**src/rtl/spi_flash_slave.sv**
```systemverilog
// SPI mode-0 slave that emulates a small serial flash with READ, FAST READ,
// PROGRAM, WREN and WRDI commands, sampled entirely in the CLK domain.
module spi_flash_slave #(
    parameter int MEM_DEPTH  = 64,
    parameter int DUMMY_BITS = 8
) (
    input  logic       CLK,
    input  logic       RESET_N,
    input  logic       SCLK,
    input  logic       CS_N,
    input  logic       MOSI,
    output logic       MISO,
    output logic       WEL,
    output logic [7:0] LAST_CMD,
    output logic       CMD_ERR
);

    localparam int AW = $clog2(MEM_DEPTH);
    localparam int DW = (DUMMY_BITS > 1) ? $clog2(DUMMY_BITS) : 1;

    typedef enum logic [2:0] {IDLE, CMD, ADDR, DUMMY, READ, PROG, IGNORE} state_t;
    typedef enum logic [1:0] {OP_READ, OP_FAST, OP_PROG} op_t;

    state_t          state, state_nx;
    op_t             op;
    logic [1:0]      sclk_sync, cs_sync, mosi_sync, fill;
    logic            sclk_d, cs_d, armed;
    logic [2:0]      bit_cnt;
    logic [1:0]      byte_cnt;
    logic [DW-1:0]   dummy_cnt;
    logic [6:0]      shift_in;
    logic [7:0]      shift_out;
    logic [AW-1:0]   addr;
    logic            extra_bits;
    logic [7:0]      mem [MEM_DEPTH];

    logic       sclk_rise, sclk_fall, cs_rise, cs_fall, byte_done;
    logic [7:0] rx_byte;

    // After reset the CS_N synchronizer holds a fake "high"; a fall is only
    // trusted once the real pin has been seen high, so a reset inside a
    // transaction needs a fresh CS_N fall.
    always_ff @(posedge CLK) begin
        if (!RESET_N) begin
            sclk_sync <= 2'b00;
            sclk_d    <= 1'b0;
            cs_sync   <= 2'b11;
            cs_d      <= 1'b1;
            mosi_sync <= 2'b00;
            fill      <= 2'b00;
            armed     <= 1'b0;
        end else begin
            // NOTE: sequential state always uses non-blocking assignments so every flop samples pre-edge values.
            sclk_sync <= {sclk_sync[0], SCLK};
            sclk_d    <= sclk_sync[1];
            cs_sync   <= {cs_sync[0], CS_N};
            cs_d      <= cs_sync[1];
            mosi_sync <= {mosi_sync[0], MOSI};
            fill      <= {fill[0], 1'b1};
            if (fill[1] && cs_sync[1])
                armed <= 1'b1;
        end
    end

    assign sclk_rise = sclk_sync[1] & ~sclk_d;
    assign sclk_fall = ~sclk_sync[1] & sclk_d;
    assign cs_rise   = cs_sync[1] & ~cs_d;
    assign cs_fall   = ~cs_sync[1] & cs_d & armed;
    assign rx_byte   = {shift_in, mosi_sync[1]};
    assign byte_done = sclk_rise && (bit_cnt == 3'd7);

    always_ff @(posedge CLK) begin
        if (!RESET_N) state <= IDLE;
        else          state <= state_nx;
    end

    always_comb begin
        // NOTE: default first so no path through this block infers a latch.
        state_nx = state;
        if (cs_rise) begin
            state_nx = IDLE;
        end else begin
            case (state)
                IDLE:    if (cs_fall) state_nx = CMD;
                CMD:     if (byte_done) begin
                             case (rx_byte)
                                 8'h03, 8'h0B, 8'h02: state_nx = ADDR;
                                 default:             state_nx = IGNORE;
                             endcase
                         end
                ADDR:    if (byte_done && byte_cnt == 2'd2) begin
                             case (op)
                                 OP_FAST: state_nx = (DUMMY_BITS == 0) ? READ : DUMMY;
                                 OP_PROG: state_nx = PROG;
                                 default: state_nx = READ;
                             endcase
                         end
                DUMMY:   if (sclk_rise && dummy_cnt == DW'(DUMMY_BITS - 1)) state_nx = READ;
                default: ;
            endcase
        end
    end

    always_ff @(posedge CLK) begin
        if (!RESET_N) begin
            MISO       <= 1'b0;
            WEL        <= 1'b0;
            LAST_CMD   <= 8'h00;
            CMD_ERR    <= 1'b0;
            op         <= OP_READ;
            bit_cnt    <= 3'd0;
            byte_cnt   <= 2'd0;
            dummy_cnt  <= '0;
            shift_in   <= 7'd0;
            shift_out  <= 8'd0;
            addr       <= '0;
            extra_bits <= 1'b0;
            // NOTE: the array is deliberately reset, so it maps to flops rather than a RAM macro.
            for (int i = 0; i < MEM_DEPTH; i++)
                mem[i] <= 8'(i);
        end else if (cs_rise) begin
            MISO <= 1'b0;
            if (state == PROG)
                WEL <= 1'b0;
            else if (state == IGNORE && !extra_bits) begin
                if (LAST_CMD == 8'h06)      WEL <= 1'b1;
                else if (LAST_CMD == 8'h04) WEL <= 1'b0;
            end
        end else begin
            case (state)
                IDLE: if (cs_fall) begin
                    bit_cnt    <= 3'd0;
                    byte_cnt   <= 2'd0;
                    extra_bits <= 1'b0;
                end
                CMD: if (sclk_rise) begin
                    shift_in <= rx_byte[6:0];
                    bit_cnt  <= bit_cnt + 3'd1;
                    if (bit_cnt == 3'd7) begin
                        LAST_CMD <= rx_byte;
                        case (rx_byte)
                            8'h03:        op <= OP_READ;
                            8'h0B:        op <= OP_FAST;
                            8'h02:        op <= OP_PROG;
                            8'h06, 8'h04: ;
                            default:      CMD_ERR <= 1'b1;
                        endcase
                    end
                end
                ADDR: if (sclk_rise) begin
                    addr    <= {addr[AW-2:0], mosi_sync[1]};
                    bit_cnt <= bit_cnt + 3'd1;
                    if (bit_cnt == 3'd7)
                        byte_cnt <= byte_cnt + 2'd1;
                    if (byte_done && byte_cnt == 2'd2) begin
                        dummy_cnt <= '0;
                        if (op == OP_PROG && !WEL)
                            CMD_ERR <= 1'b1;
                    end
                end
                DUMMY: if (sclk_rise)
                    dummy_cnt <= dummy_cnt + 1'b1;
                READ: if (sclk_fall) begin
                    if (bit_cnt == 3'd0) {MISO, shift_out} <= {mem[addr], 1'b0};
                    else                 {MISO, shift_out} <= {shift_out, 1'b0};
                    bit_cnt <= bit_cnt + 3'd1;
                    if (bit_cnt == 3'd7)
                        addr <= addr + 1'b1;
                end
                PROG: if (sclk_rise) begin
                    shift_in <= rx_byte[6:0];
                    bit_cnt  <= bit_cnt + 3'd1;
                    // A partial byte never reaches the array; only the 8th bit commits.
                    if (bit_cnt == 3'd7 && WEL) begin
                        mem[addr] <= rx_byte;
                        addr      <= addr + 1'b1;
                    end
                end
                IGNORE: if (sclk_rise)
                    extra_bits <= 1'b1;
                default: ;
            endcase
        end
    end

endmodule

```
**config.mk**
```make
export PLATFORM = sky130hd
export DESIGN_NAME = spi_flash_slave
export DESIGN_NICKNAME = d
export VERILOG_FILES = /design/src/rtl/spi_flash_slave.sv
export SDC_FILE = /design/constraint.sdc
export NUM_CORES = 1
export LEC_CHECK = 0
export CORE_MARGIN = 5
export CORE_UTILIZATION = 45
export DETAILED_ROUTE_END_ITERATION = 7
export PLACE_DENSITY = 0.64
export SLEW_MARGIN = 40
export SYNTH_ARGS = -nofsm -noshare
export SYNTH_HDL_FRONTEND = slang
export SYNTH_SLANG_ARGS = --single-unit
```
**constraint.sdc**
```tcl
create_clock -name CLK -period 3.5 [get_ports CLK]
set_clock_uncertainty 0.1 [all_clocks]
set_input_delay 0.525 -clock CLK [delete_from_list [all_inputs] [get_ports CLK]]
set_output_delay 0.525 -clock CLK [all_outputs]
set_load 0.01 [all_outputs]
```
==> results of run 1 <==
## through the flow
step,setup slack [ps],power [uW]
floorplan,333,8100
global placement,366,8330
detailed placement,242,8340
CTS,191,14300
global route,26.6,14700
finish,223,14300
## report_power, final
part | switching, uW | internal, uW | leakage, uW
Combinational | 330 | 222 | 0.00320
Sequential | 72.0 | 7580 | 0.00516
Clock | 2650 | 3420 | 0.000916
Total | 3050 | 11200 | 0.00928
## kinds of logic after synthesis
group	synth area share
simple gates	0.163
mux	0.142
fa+ha+maj	0.00472
xor+xnor	0.000331
compound gates	0.0323
flops	0.627
buf+inv	0.0306
## path summary, 6_finish.rpt
| path | from | end | slack [ps] | cells past startpoint |
|---|---|---|---|---|
| setup / recovery | bit_cnt[0] | mem[4][0] | 220 | 9 |
| hold / removal | cs_sync[0] | cs_sync[1] | 310 | 1 |
| setup reg to reg | bit_cnt[0] | mem[4][0] | 220 | 9 |
| hold reg to reg | cs_sync[0] | cs_sync[1] | 310 | 1 |
## layer usage
metal | vias to the layer above | track usage | share of wire
met3 | 116 | 0.0347 | 0.072
met4 | 0 | 0.0588 | 0.027
met2 | 608 | 0.339 | 0.48
met1 | 8180 | 0.297 | 0.42
met5 | - | 0 | 0
li1 | 7139 | - | -
## sequential cells by signal, indices dropped and copies added (netlist names), named ones only
name,cells
mem,512
LAST_CMD,8
shift_in,7
shift_out,7
addr,6
bit_cnt,3
dummy_cnt,3
state,3
byte_cnt,2
cs_sync,2
fill,2
mosi_sync,2
op,2
sclk_sync,2
CMD_ERR,1
MISO,1
WEL,1
armed,1
cs_d,1
extra_bits,1
sclk_d,1
## cell usage in the layout (no fill, tap or decap), types with 33 or more instances in the layout
cell type and instances:
edfxtp_1 512, and2_1 269, or3_1 162, mux4_2 151, nor2_1 136, buf_4 115
o21ai_0 74, nand2_1 71, clkbuf_16 61, dfxtp_1 51, nor3_1 44, mux2i_1 35
a21oi_1 34, and3_1 33
## layout make-up
type	instances	area, sq um
Clock buffer	82	1690
Timing Repair Buffer	144	1240
Clock inverter	28	176
Tap cell	773	967
Inverter	13	48.8
Sequential cell	574	16600
Multi-Input combinational cell	1123	9080
Fill cell	4804	28800
==> metrics.yaml, run 1 <==
drt:
  initialDrtViolationCount: 1696
  vias: 16000
  drc: 0
  wl_per_cell_um: 24.4
  route.antenna.remaining_nets: 0
  viasPerCell: 5.86
  drt-total-wl_mm: 66.9
  drtPass1Iterations: 6
setup_path:
  worst-path-max-fanout: 24
  crit_type: "reg2reg"
  crit_chain: "ha_1 > ha_1 > nand4b_1 > or4_1 > nor2_2 > nand3b_2 > buf_12 > o21ai_0 > buf_4"
  crit_top_cell: "ha_1"
  worst_ep_required_time_ps: 3720
  path_delay_family: "simple AND/OR/NAND/NOR gates"
  critPathLaunchType: "flip-flop"
  worstPathArrival_ps: 3490
  critPathCaptureType: "flip-flop"
  slowest_delay_ps: 620
  cp.buffers_inverters: 2
  slowest_stage: "or4_1"
run:
  maxCapViolCount: 0
sta:
  finalSetupViolations: 0
  slew_headroom: 0.487
  fin_crit_sh: 0.936
  worstMarginPinSlew_ps: 767
  fmax_ghz: 0.305
  holdWs_ps: 309
  hold_violations: 0
  period_needed_ps: 3280
  setup-tns-final_ps: 0
  rsz0062_at_grt: "no"
  final_max_slew_viol_count: 0
power_and_ir_drop:
  leakage_uw: 0.00928
  ir_drop_v: 0.000426
  power_density_mw_per_mm2: 478
outcome:
  status: "finished, final reports clean"
grt:
  grt_max_degree: 68
  grt_pass1_vias: 16200
  grt_usage: 0.209
  overflow: 0
  grt_pass1_wl_mm: 102
  antenna_found_initial: 0
floorplanning:
  initial_utilization: 0.452
  dieArea_sq_mm: 0.0638
  die_h_um: 253
  io_pins: 16
  row_count: 89
  fp.coreArea_sq_mm: 0.0587
  dieWidth_um: 253
final_layout:
  final_util: 0.508
  finalNonFillerCells: 2737
  stdcell_area_sq_mm: 0.0298
  antenna_cells: 0
  layout-drive-gt1-share: 0.200
  syn_to_final_growth_pct: 12.6
  finalNetCount: 1930
clocking:
  cts_tree: "built"
  holdBufCountCts: 0
  path_clk_slew_ps: 60
  clk_path_buf_depth: 3
  cts.repair.resized: 0
  cts_buffers: 59
  post_cts_buffers: 0
  cts_root_buffer: "clkbuf_16"
  worst_skew_pair.late_latency_ps: 620
  htreeDepth: 2
  clock-sinks: 574
yosys:
  synth-async-reset-ratio: 0
  yosysMostFrequentCell: "edfxtp_1"
  synthesis.instances: 1897
  yosysSeqAreaShare: 0.627
  avgSynthCellArea_sq_um: 14.0
  netlist_top_cells_area: "edfxtp_1, mux4_2, and2_1"
  yosys_warnings: 0
  synth_top_cell_area_share: 0.580
  synth_top_area_cell: "edfxtp_1"
  ys_types: 53
  ys_top_cells_by_count: "edfxtp_1, and2_1, or3_1"
  synth_seq_cells: 574
  syn_area_sq_mm: 0.0265
  synth_ff_type: "edfxtp_1"
  synthesis.nets: 1912
  synth_edf_count: 512
placement:
  dp_hpwl_mm: 41.7
  placed_area_sq_mm: 0.0280
  gp_congestion: 0.817
  port_buffers: 15
  dp_cells: 2627
worst_hold_path:
  worstHoldPathType: "reg2reg"
Power figures use the tool's default switching activity.
==> run 2, diff against run 1 <==
Settings changed: SKIP_LAST_GASP set to 1.
==> results of run 2 <==
Final layout, timing and power as in run 1 (identical DEF).
==> run 3, diff against run 2 <==
Settings changed: SETUP_SLACK_MARGIN set to 0.4.
==> metrics.yaml, run 3 (synthesized netlist as in run 1, its figures left out) <==
power_and_ir_drop:
  power_density_mw_per_mm2: 476
  leakage_uw: 0.00935
  ir_drop_v: 0.000427
drt:
  drc: 0
  vias: 16200
  initialDrtViolationCount: 1488
  route.antenna.remaining_nets: 0
  wl_per_cell_um: 24.2
  drt-total-wl_mm: 66.8
  viasPerCell: 5.89
  drtPass1Iterations: 6
run:
  maxCapViolCount: 0
setup_path:
  crit_type: "reg2reg"
  reg2reg_from: "bit_cnt[0]"
  crit_chain: "ha_1 > ha_2 > nand4b_1 > or4_4 > or3_1 > buf_4 > o21ai_1 > buf_4"
  reg2reg_to: "mem[27][5]"
  crit_top_cell: "buf_4"
  worstPathArrival_ps: 3280
  slowest_stage: "or4_4"
  worst_ep_required_time_ps: 3740
  worst-path-max-fanout: 31
  cp.buffers_inverters: 2
  slowest_delay_ps: 590
  critPathCaptureType: "flip-flop"
  rr_worst_depth: 8
  r2r_slack_ps: 460
  path_delay_family: "simple AND/OR/NAND/NOR gates"
  critPathLaunchType: "flip-flop"
final_layout:
  layout-drive-gt1-share: 0.210
  final_util: 0.511
  syn_to_final_growth_pct: 13.1
  antenna_cells: 0
  largest_register: "mem"
  fillCellCount: 4857
  largest_reg_flops: 512
  reg_top3: "mem: 512 flops, LAST_CMD: 8 flops"
  stdcell_area_sq_mm: 0.0300
  layout_common_cells: "edfxtp_1, and2_1, or3_1"
  finalNetCount: 1947
  layout_commonest_cell: "edfxtp_1"
sta:
  fin_crit_sh: 0.870
  worstMarginPinSlew_ps: 844
  final_max_slew_viol_count: 0
  period_needed_ps: 3040
  rsz0062_at_grt: "no"
  setup-tns-final_ps: 0
  slew_headroom: 0.437
  finalSetupViolations: 0
  hold_violations: 0
  fmax_ghz: 0.329
placement:
  port_buffers: 15
  placed_area_sq_mm: 0.0280
  dp_hpwl_mm: 42.6
  gp_congestion: 0.819
grt:
  antenna_found_initial: 0
  grt_pass1_wl_mm: 102
  grt_usage: 0.209
  grt_pass1_vias: 16300
  overflow: 0
  grt_max_degree: 68
floorplanning:
  dieWidth_um: 253
  io_pins: 16
  initial_utilization: 0.452
  dieArea_sq_mm: 0.0638
  die_h_um: 253
  fp.coreArea_sq_mm: 0.0587
  row_count: 89
clocking:
  worst_skew_pair.late_latency_ps: 640
  htreeDepth: 2
  cts_tree: "built"
  clock-sinks: 574
  cts_root_buffer: "clkbuf_16"
  clk_path_buf_depth: 3
  path_clk_slew_ps: 60
  cts_buffers: 60
  holdBufCountCts: 0
worst_hold_path:
  hold-path-endpoint: "cs_sync[1]"
  hold_depth: 1
  worstHoldPathType: "reg2reg"
  hp-start: "cs_sync[0]"
outcome:
  status: "finished, final reports clean"
## run 3: changes by cell type in the layout (fill, tap and decap cells not counted), sizes merged
cell and delta:
buf +16, clkbuf +1, clkinv +3, clkinvlp -3, inv +1
## run 3: timing repair
action	4_1_cts	5_1_grt
resized for setup	5	19
endpoints found under the setup margin	20	387
buffers inserted	0	1
## run 3: metal layers
layer / vias to the layer above / track usage / wire [um]
met5: - / 0 / 0
met4: 0 / 0.0726 / 2280
li1: 7188 / - / -
met2: 550 / 0.343 / 32500
met1: 8339 / 0.289 / 28000
met3: 146 / 0.0310 / 3980
## run 3: area by class of cell
class | count | area (sq um) | area share
clock inverters | 29 | 164 | 0.00547
flip-flops and latches | 574 | 16600 | 0.555
inverters | 13 | 48.8 | 0.00163
multi-input cells | 1123 | 9130 | 0.305
repair buffers | 160 | 1340 | 0.0446
clock buffers | 83 | 1680 | 0.0561
well taps | 773 | 967 | 0.0323
## run 3: worst register-to-register path, cell delays in order (launching register included)
cell and delay, ps:
dfxtp_1 370, ha_1 190, ha_2 240, nand4b_1 170, or4_4 590, or3_1 380
buf_4 260, o21ai_1 260, buf_4 180
## run 3: power by group
part	leakage [uW]	switching, uW	internal, uW	total, uW
clock network	0.000911	2640	3410	6040
registers	0.00516	74.0	7580	7660
logic	0.00327	327	226	553
total	0.00935	3040	11200	14300
## run 3: how the worst max path moves through the flow
| stage | startpoint | end | slack (ps) | cells past startpoint |
|---|---|---|---|---|
| floorplan | bit_cnt[0] | mem[11][0] | 330 | 8 |
| global placement | bit_cnt[0] | mem[63][1] | 390 | 7 |
| detailed placement | bit_cnt[0] | mem[63][2] | 370 | 7 |
| CTS | bit_cnt[0] | mem[4][5] | 400 | 9 |
| global route | bit_cnt[0] | mem[34][0] | 370 | 9 |
| finish | bit_cnt[0] | mem[27][5] | 460 | 8 |
## run 3: through the flow
stage	hold WS [ps]	power (uW)	worst slack, ps	std cells
after floorplan	286	8100	333	1897
final	308	14300	457	2755
after detailed placement	296	8350	366	2641
after global placement	293	8340	387	2641
after CTS	310	14300	400	2753
after global routing	331	14700	374	2755
